===== config.mk =====
export PLATFORM = sky130hd
export DESIGN_NAME = sram_sp_arbiter_2p
export DESIGN_NICKNAME = d
export VERILOG_FILES = /design/src/rtl/sram_sp_arbiter_2p.sv
export SDC_FILE = /design/constraint.sdc
export NUM_CORES = 1
export LEC_CHECK = 0
export CAP_MARGIN = 0
export CORE_AREA = 2 2 116 118
export DETAILED_ROUTE_END_ITERATION = 7
export DIE_AREA = 0 0 118 120
export HOLD_SLACK_MARGIN = 0.12
export RECOVER_POWER = 50
export SYNTH_ARGS = -nofsm -noshare
export SYNTH_HDL_FRONTEND = slang
export SYNTH_SLANG_ARGS = --single-unit

===== constraint.sdc =====
create_clock -name clk -period 4.3 [get_ports clk]
set_input_delay 0.86 -clock clk [delete_from_list [all_inputs] [get_ports clk]]
set_output_delay 0.86 -clock clk [all_outputs]
set_load 0.01 [all_outputs]

===== src/rtl/sram_sp_arbiter_2p.sv =====
// Two-master round-robin front end for the single-port 8192x32 SRAM macro.
// Grants are combinational from req; the response (rvalid/rdata/err) appears
// one cycle after the grant. Out-of-window or misaligned accesses are granted
// but never reach the macro, and they complete with err set.
module sram_sp_arbiter_2p #(
  parameter int          ADDR_WIDTH = 13,
  parameter int          DATA_WIDTH = 32,
  parameter logic [31:0] BASE_ADDR  = 32'h0010_0000
) (
  input  logic                  clk,
  input  logic                  rst,

  input  logic                  m0_req_i,
  output logic                  m0_gnt_o,
  input  logic [31:0]           m0_addr_i,
  input  logic                  m0_we_i,
  input  logic [3:0]            m0_be_i,
  input  logic [DATA_WIDTH-1:0] m0_wdata_i,
  output logic                  m0_rvalid_o,
  output logic [DATA_WIDTH-1:0] m0_rdata_o,
  output logic                  m0_err_o,

  input  logic                  m1_req_i,
  output logic                  m1_gnt_o,
  input  logic [31:0]           m1_addr_i,
  input  logic                  m1_we_i,
  input  logic [3:0]            m1_be_i,
  input  logic [DATA_WIDTH-1:0] m1_wdata_i,
  output logic                  m1_rvalid_o,
  output logic [DATA_WIDTH-1:0] m1_rdata_o,
  output logic                  m1_err_o,

  output logic                  sram_cen_o,
  output logic                  sram_gwen_o,
  output logic [3:0]            sram_ben_o,
  output logic [ADDR_WIDTH-1:0] sram_a_o,
  output logic [DATA_WIDTH-1:0] sram_d_o,
  input  logic [DATA_WIDTH-1:0] sram_q_i
);

  // Byte-address bits above this index select the SRAM window.
  localparam int TAG_LSB = ADDR_WIDTH + 2;

  logic                  lp;          // last served master: 0 = m0, 1 = m1
  logic [1:0]            rsp_valid;
  logic                  rsp_we;
  logic                  rsp_err;

  logic                  gnt0;
  logic                  gnt1;
  logic                  any_gnt;
  logic [31:0]           sel_addr;
  logic                  sel_we;
  logic [3:0]            sel_be;
  logic [DATA_WIDTH-1:0] sel_wdata;
  logic                  hit;
  logic                  rd_ok;

  // Round-robin grant: on a tie the master that was not served last wins.
  always_comb begin
    gnt0 = 1'b0;
    gnt1 = 1'b0;
    if (!rst) begin
      if (m0_req_i && (!m1_req_i || lp)) begin
        gnt0 = 1'b1;
      end else if (m1_req_i) begin
        gnt1 = 1'b1;
      end
    end
  end

  assign any_gnt  = gnt0 | gnt1;
  assign m0_gnt_o = gnt0;
  assign m1_gnt_o = gnt1;

  // Select the granted master's request fields and classify the access.
  always_comb begin
    sel_addr  = gnt1 ? m1_addr_i  : m0_addr_i;
    sel_we    = gnt1 ? m1_we_i    : m0_we_i;
    sel_be    = gnt1 ? m1_be_i    : m0_be_i;
    sel_wdata = gnt1 ? m1_wdata_i : m0_wdata_i;
    hit       = (sel_addr[31:TAG_LSB] == BASE_ADDR[31:TAG_LSB]) &&
                (sel_addr[1:0] == 2'b00);
  end

  // Drive the macro only for a granted hit; otherwise park it idle.
  always_comb begin
    sram_cen_o  = 1'b1;
    sram_gwen_o = 1'b1;
    sram_ben_o  = 4'hF;
    sram_a_o    = '0;
    sram_d_o    = '0;
    if (any_gnt && hit) begin
      sram_cen_o  = 1'b0;
      sram_gwen_o = ~sel_we;
      sram_ben_o  = sel_we ? ~sel_be : 4'hF;
      sram_a_o    = sel_addr[ADDR_WIDTH+1:2];
      sram_d_o    = sel_wdata;
    end
  end

  // Last-served pointer and response registers, loaded on each grant edge.
  always_ff @(posedge clk) begin
    if (rst) begin
      lp        <= 1'b1;
      rsp_valid <= 2'b00;
      rsp_we    <= 1'b0;
      rsp_err   <= 1'b0;
    end else begin
      rsp_valid <= {gnt1, gnt0};
      if (any_gnt) begin
        lp      <= gnt1;
        rsp_we  <= sel_we;
        rsp_err <= ~hit;
      end
    end
  end

  // Responses are masked while rst is high so a grant issued just before
  // reset never surfaces as rvalid.
  assign rd_ok       = ~rst & ~rsp_we & ~rsp_err;
  assign m0_rvalid_o = rsp_valid[0] & ~rst;
  assign m1_rvalid_o = rsp_valid[1] & ~rst;
  assign m0_err_o    = rsp_valid[0] & rsp_err & ~rst;
  assign m1_err_o    = rsp_valid[1] & rsp_err & ~rst;
  assign m0_rdata_o  = (rsp_valid[0] & rd_ok) ? sram_q_i : '0;
  assign m1_rdata_o  = (rsp_valid[1] & rd_ok) ? sram_q_i : '0;

endmodule


**Yosys cells after proc, flatten, opt, wreduce, memory -nomap -nowiden**

Index checks and enable logic that the tools add are counted.

- $add $sub $neg: 0
- Multiply operators: 0
- Divide/modulo/power cells: 0
- Order comparisons: 0
- Eq/ne operators: 1
- Shift-type cells: 0
- Mux-type cells: 17
- Bitwise gates (word level): 17
- Reduce and logical (&&, ||, !) cells: 6

Operator list:

| operator | count |
|---|---|
| 32-bit two-way mux | 5 |
| 17-bit by 6-bit == test with 1-bit output, second input constant | 1 |
| 13-bit two-way mux | 1 |
| 4-bit two-way mux | 3 |
| 1-bit bitwise AND | 10 |
| 1-bit two-way mux | 8 |
| 1-bit NOT | 5 |
| 4-bit NOT | 1 |
| 1-bit logical AND | 3 |
| 2-bit logical NOT | 1 |
| 1-bit logical NOT | 1 |
| 1-bit logical OR | 1 |
| 1-bit OR | 1 |

- Register bits after elaboration: 5
- Latch bits: 0
- Memory bits (writable): 0
- ROM bits: 0
- Input bits: 174
- Output and inout port bits: 121
- Word-level logic and storage cells: 45
- Memories kept: 0

**Logic depth before layout (Yosys ltp)**

- Word-level depth: 10
- Depth in mapped cells: 8
- Mapped depth without buffers: 5

**Worst setup path after synthesis**

OpenSTA, ideal clock, no wires.

- Kind: input to output
- Start point: input port rst
- End point: output port sram_d_o[21]
- Arrival: 2.683 ns
- Path slack: 0.757 ns
- Stages on the path: 8
- Path buffers: 4
- Path through: buf_6 > nand2b_4 > or2_1 > buf_6 > or4_4 > buf_6 > buf_2 > a221oi_1

- Cells in the longest elaborated chain, start to end: 6
- Elaborated cells between the ends (all ways): 10
- Classes of those cells: 1 x eq/ne; 5 x mux; 1 x bitwise; 3 x reduce/logical

Ends and longest elaborated chain:

| element | line | text |
|---|---|---|
| start: declaration | 11 | `input logic rst,` |
| 1-bit two-way mux | 63 | `if (!rst) begin` |
| 32-bit two-way mux | 78 | `sel_addr = gnt1 ? m1_addr_i : m0_addr_i;` |
| 17-bit by 6-bit == test with 1-bit output / 2-bit logical NOT (equally long branches) | 82, 83 |  |
| 1-bit logical AND | 82 | `hit = (sel_addr[31:TAG_LSB] == BASE_ADDR[31:TAG_LSB]) &&` |
| 1-bit logical AND | 93 | `if (any_gnt && hit) begin` |
| 32-bit two-way mux * | 93 |  |
| end: declaration | 37 | `output logic [DATA_WIDTH-1:0] sram_d_o,` |

Every way passes the cells marked *; elsewhere a longest branch is shown, timed or not.

**Final worst setup path**

- Start point: input port m0_req_i
- End point: output port sram_gwen_o

- Cells in the longest elaborated chain, start to end: 8
- Elaborated cells between the ends (all ways): 14
- Classes of those cells: 1 x eq/ne; 7 x mux; 2 x bitwise; 4 x reduce/logical

Ends and longest elaborated chain:

| element | line | text |
|---|---|---|
| start: declaration | 13 | `input logic m0_req_i,` |
| 1-bit logical AND * | 64 | `if (m0_req_i && (!m1_req_i \|\| lp)) begin` |
| 1-bit two-way mux | 64 |  |
| 1-bit two-way mux | 63 |  |
| 32-bit two-way mux | 78 |  |
| 17-bit by 6-bit == test with 1-bit output / 2-bit logical NOT (equally long branches) | 82, 83 |  |
| 1-bit logical AND | 82 |  |
| 1-bit logical AND | 93 |  |
| 1-bit two-way mux * | 93 |  |
| end: declaration | 34 | `output logic sram_gwen_o,` |

Marks and branches as above.

==> results.py <==
metrics = {
    "outcome": {
        "status": "completed",
    },
    "clock_tree": {
        "clock-sinks": 5,
        "ctsHtreeMaxLevel": 1,
        "root_buffer": "clkbuf_16",
        "clock_latency_ns": 0.23,
        "cts.clk_slew.worst_paths_ns": 0.03,
        "tritoncts": "built",
        "cts_buffers": 3,
        "clock_path_buffers": 2,
    },
    "pwr": {
        "power_uw": 491,
        "power_density_nw_per_um2": 97.0,
        "p_leak_nw": 2.21,
        "ir_drop_mv": 0.104,
    },
    "global_route": {
        "grt_pass1_vias": 3364,
        "antenna_found_initial": 0,
        "grt_usage_pct": 15.1,
        "grt_max_degree": 48,
        "grt_pass1_wl_um": 17300,
        "grt_overflow": 0,
    },
    "route": {
        "drt_first_pass_iters": 4,
        "ant_nets": 0,
        "route.detailed.drc": 0,
        "drt_iter0_markers": 114,
        "via_per_inst": 4.40,
        "routed_wirelength_um": 11400,
        "wl_per_cell_um": 15.2,
        "num_vias": 3315,
    },
    "sta": {
        "layout_worst_path_cycle_share_pct": 97.2,
        "slew_headroom_pct": 58.8,
        "drv_slew": 0,
        "finClkSkew_ns": 0.00272,
        "rsz0062_at_grt": "false",
        "setup_viol": 0,
        "fmax_ghz": 0.239,
        "final.setup.worst_slack_ns": 0.122,
        "worst_pin_slew_ns": 0.600,
        "setup_tns_ns": 0,
        "holdWs_ns": 0.541,
        "hold_violations": 0,
        "timing.final.crit_period_ns": 4.18,
    },
    "synth": {
        "syn_inst": 292,
        "synth_top_area_share_pct": 23.7,
        "synth-edff-count": 0,
        "yosysTopAreaCell": "and2_1",
        "synth_async_sr_flop_share_pct": 0,
        "ys_warn_count": 0,
        "synth_area_um2": 1770,
        "syn_area_per_cell_um2": 6.07,
        "synthTopCellsByArea": "and2_1 (24%), a221oi_1 (22%), nand2_1 (20%)",
        "ys_ff_latch": 5,
        "ys.flop_type": "dfxtp_1",
        "seq_area_frac_synth_pct": 5.65,
        "synth_cell_types": 29,
        "syn_nets": 466,
    },
    "finish": {
        "drive_above_1_share_pct": 5.72,
        "fillCellCount": 1387,
        "n_antenna_cell": 0,
        "multi_input_area_um2": 1530,
        "nets": 752,
        "final_common_cell": "clkdlybuf4s50_1",
        "syn_to_final_growth_pct": 185,
        "finalNonFillerCells": 753,
        "register_area_um2": 100,
        "final_cell_mix": "clkdlybuf4s50_1 (210), nand2_1 (93), and2_1 (49), dlygate4sd2_1 (46), a221oi_1 (45)",
        "fin_util_pct": 39.0,
        "design_area_um2": 5060,
    },
    "die": {
        "die_w_um": 118,
        "fp.dieH_um": 120,
        "initial_core_util_pct": 13.6,
        "boundaryPins": 295,
        "num_rows": 42,
        "dieArea_um2": 14200,
        "core_area_um2": 13000,
    },
    "worst_setup_path": {
        "r2r_slack_ns": 2.52,
        "path_buf_inv": 3,
        "ff2ff_path_depth": 6,
        "cp_top_family": "buffers and inverters",
        "crit_chain": "clkdlybuf4s50_1 -> and2_0 -> or2_2 -> or4_4 -> buf_12 -> a211o_1 -> clkdlybuf4s50_1",
        "crit_path_frequent_cell": "clkdlybuf4s50_1",
        "cp.arrival_ns": 3.32,
        "slowest_stage": "or4_4",
        "required_ns": 3.44,
        "rr_endpoint": "rsp_err$_SDFFE_PP0P_",
        "end_kind": "output pin",
        "reg2reg_from": "lp$_SDFFE_PP1P_",
        "startpoint_type": "input port",
        "slowest_delay_ns": 0.56,
        "path_max_fanout": 27,
        "crit_type": "in -> out",
    },
    "min_path": {
        "whs_endpoint": "lp$_SDFFE_PP1P_",
        "hold_start": "lp$_SDFFE_PP1P_",
        "min_path_type": "reg -> reg",
        "holdPathStages": 2,
    },
    "place": {
        "gp_congestion": 0.833,
        "pre_cts_ws_ns": -0.114,
        "dp_cells": 746,
        "portBuffers": 294,
        "place_hpwl_um": 9610,
        "placed_cell_area_um2": 5000,
    },
    "run": {
        "drv_cap": 0,
    },
}
-- cells in the mapped netlist (all sizes together), types with 2 or more instances --
library cell  instances
or2                   3
and2                 67
nor4                  6
nor4b                 2
a221oi               45
buf                   9
nand2                93
inv                   2
nor2b                 3
a2111o                4
nor3b                 4
mux2i                 5
nor3                  3
nor2                  6
dfxtp                 5
clkbuf               26
-- routing by layer --
| layer | wire length [um] | global-route usage, % | part of all wire [%] |
|---|---|---|---|
| met5 | 0 | 0 | 0 |
| met4 | 199 | 3.77 | 1.7 |
| met3 | 948 | 4.18 | 8.3 |
| met2 | 5990 | 29.6 | 52 |
| met1 | 4280 | 15.8 | 37 |
-- cells by family after synthesis --
logic type | synth area share (%)
buffers and inverters | 9.82
muxes | 2.82
DFF | 5.65
and+or+nand+nor | 54.2
AOI/OAI and AO/OA | 27.5
-- flip-flops by register name, summed over array words and instances, names as in the netlist --
name / flops
rsp_valid: 2
lp: 1
rsp_err: 1
rsp_we: 1
-- worst max-delay path by stage --
stage,slack (ns),cells past startpoint,startpoint,endpoint
after floorplan,0.76,8,rst,sram_d_o[21]
after global placement,-0.1,7,m0_req_i,sram_d_o[3]
after detailed placement,-0.11,7,m0_req_i,sram_d_o[30]
after CTS,0.02,7,m0_addr_i[15],sram_a_o[9]
after global routing,0.02,8,m0_req_i,sram_a_o[8]
final,0.12,7,m0_req_i,sram_gwen_o
-- worst reg2reg max path, cell delays in order, from the launching register on --
cell and delay (ns):
dfxtp_1 0.34, and2_0 0.17, or2_2 0.14, clkbuf_1 0.22, buf_4 0.33, nor3_1 0.11
a2111oi_0 0.34
-- repair_timing --
item                                    in CTS  in global routing
setup buffers                                1                  2
gates resized for setup                     47                  7
hold buffers                                 0                  0
endpoints found under the setup margin      46                  4
endpoints found under the hold margin        0                  0
pin swaps                                    1                  1
-- cell type report --
class                           instances  share of cell area, %
Sequential cell                         5                   1.98
Clock buffer                            4                   1.56
Inverter                                2                  0.148
Timing Repair Buffer                  316                   61.7
Multi-Input combinational cell        250                   30.2
Tap cell                              176                   4.36
-- power breakdown --
| part | leakage (nW) | internal [mW] | switching (mW) | total (mW) |
|---|---|---|---|---|
| sequential | 0.0415 | 0.0499 | 0.00208 | 0.0520 |
| clock | 0.0382 | 0.123 | 0.0317 | 0.155 |
| combinational | 2.13 | 0.190 | 0.0942 | 0.284 |
| total | 2.21 | 0.363 | 0.128 | 0.491 |
Power figures use the tool's default switching activity.
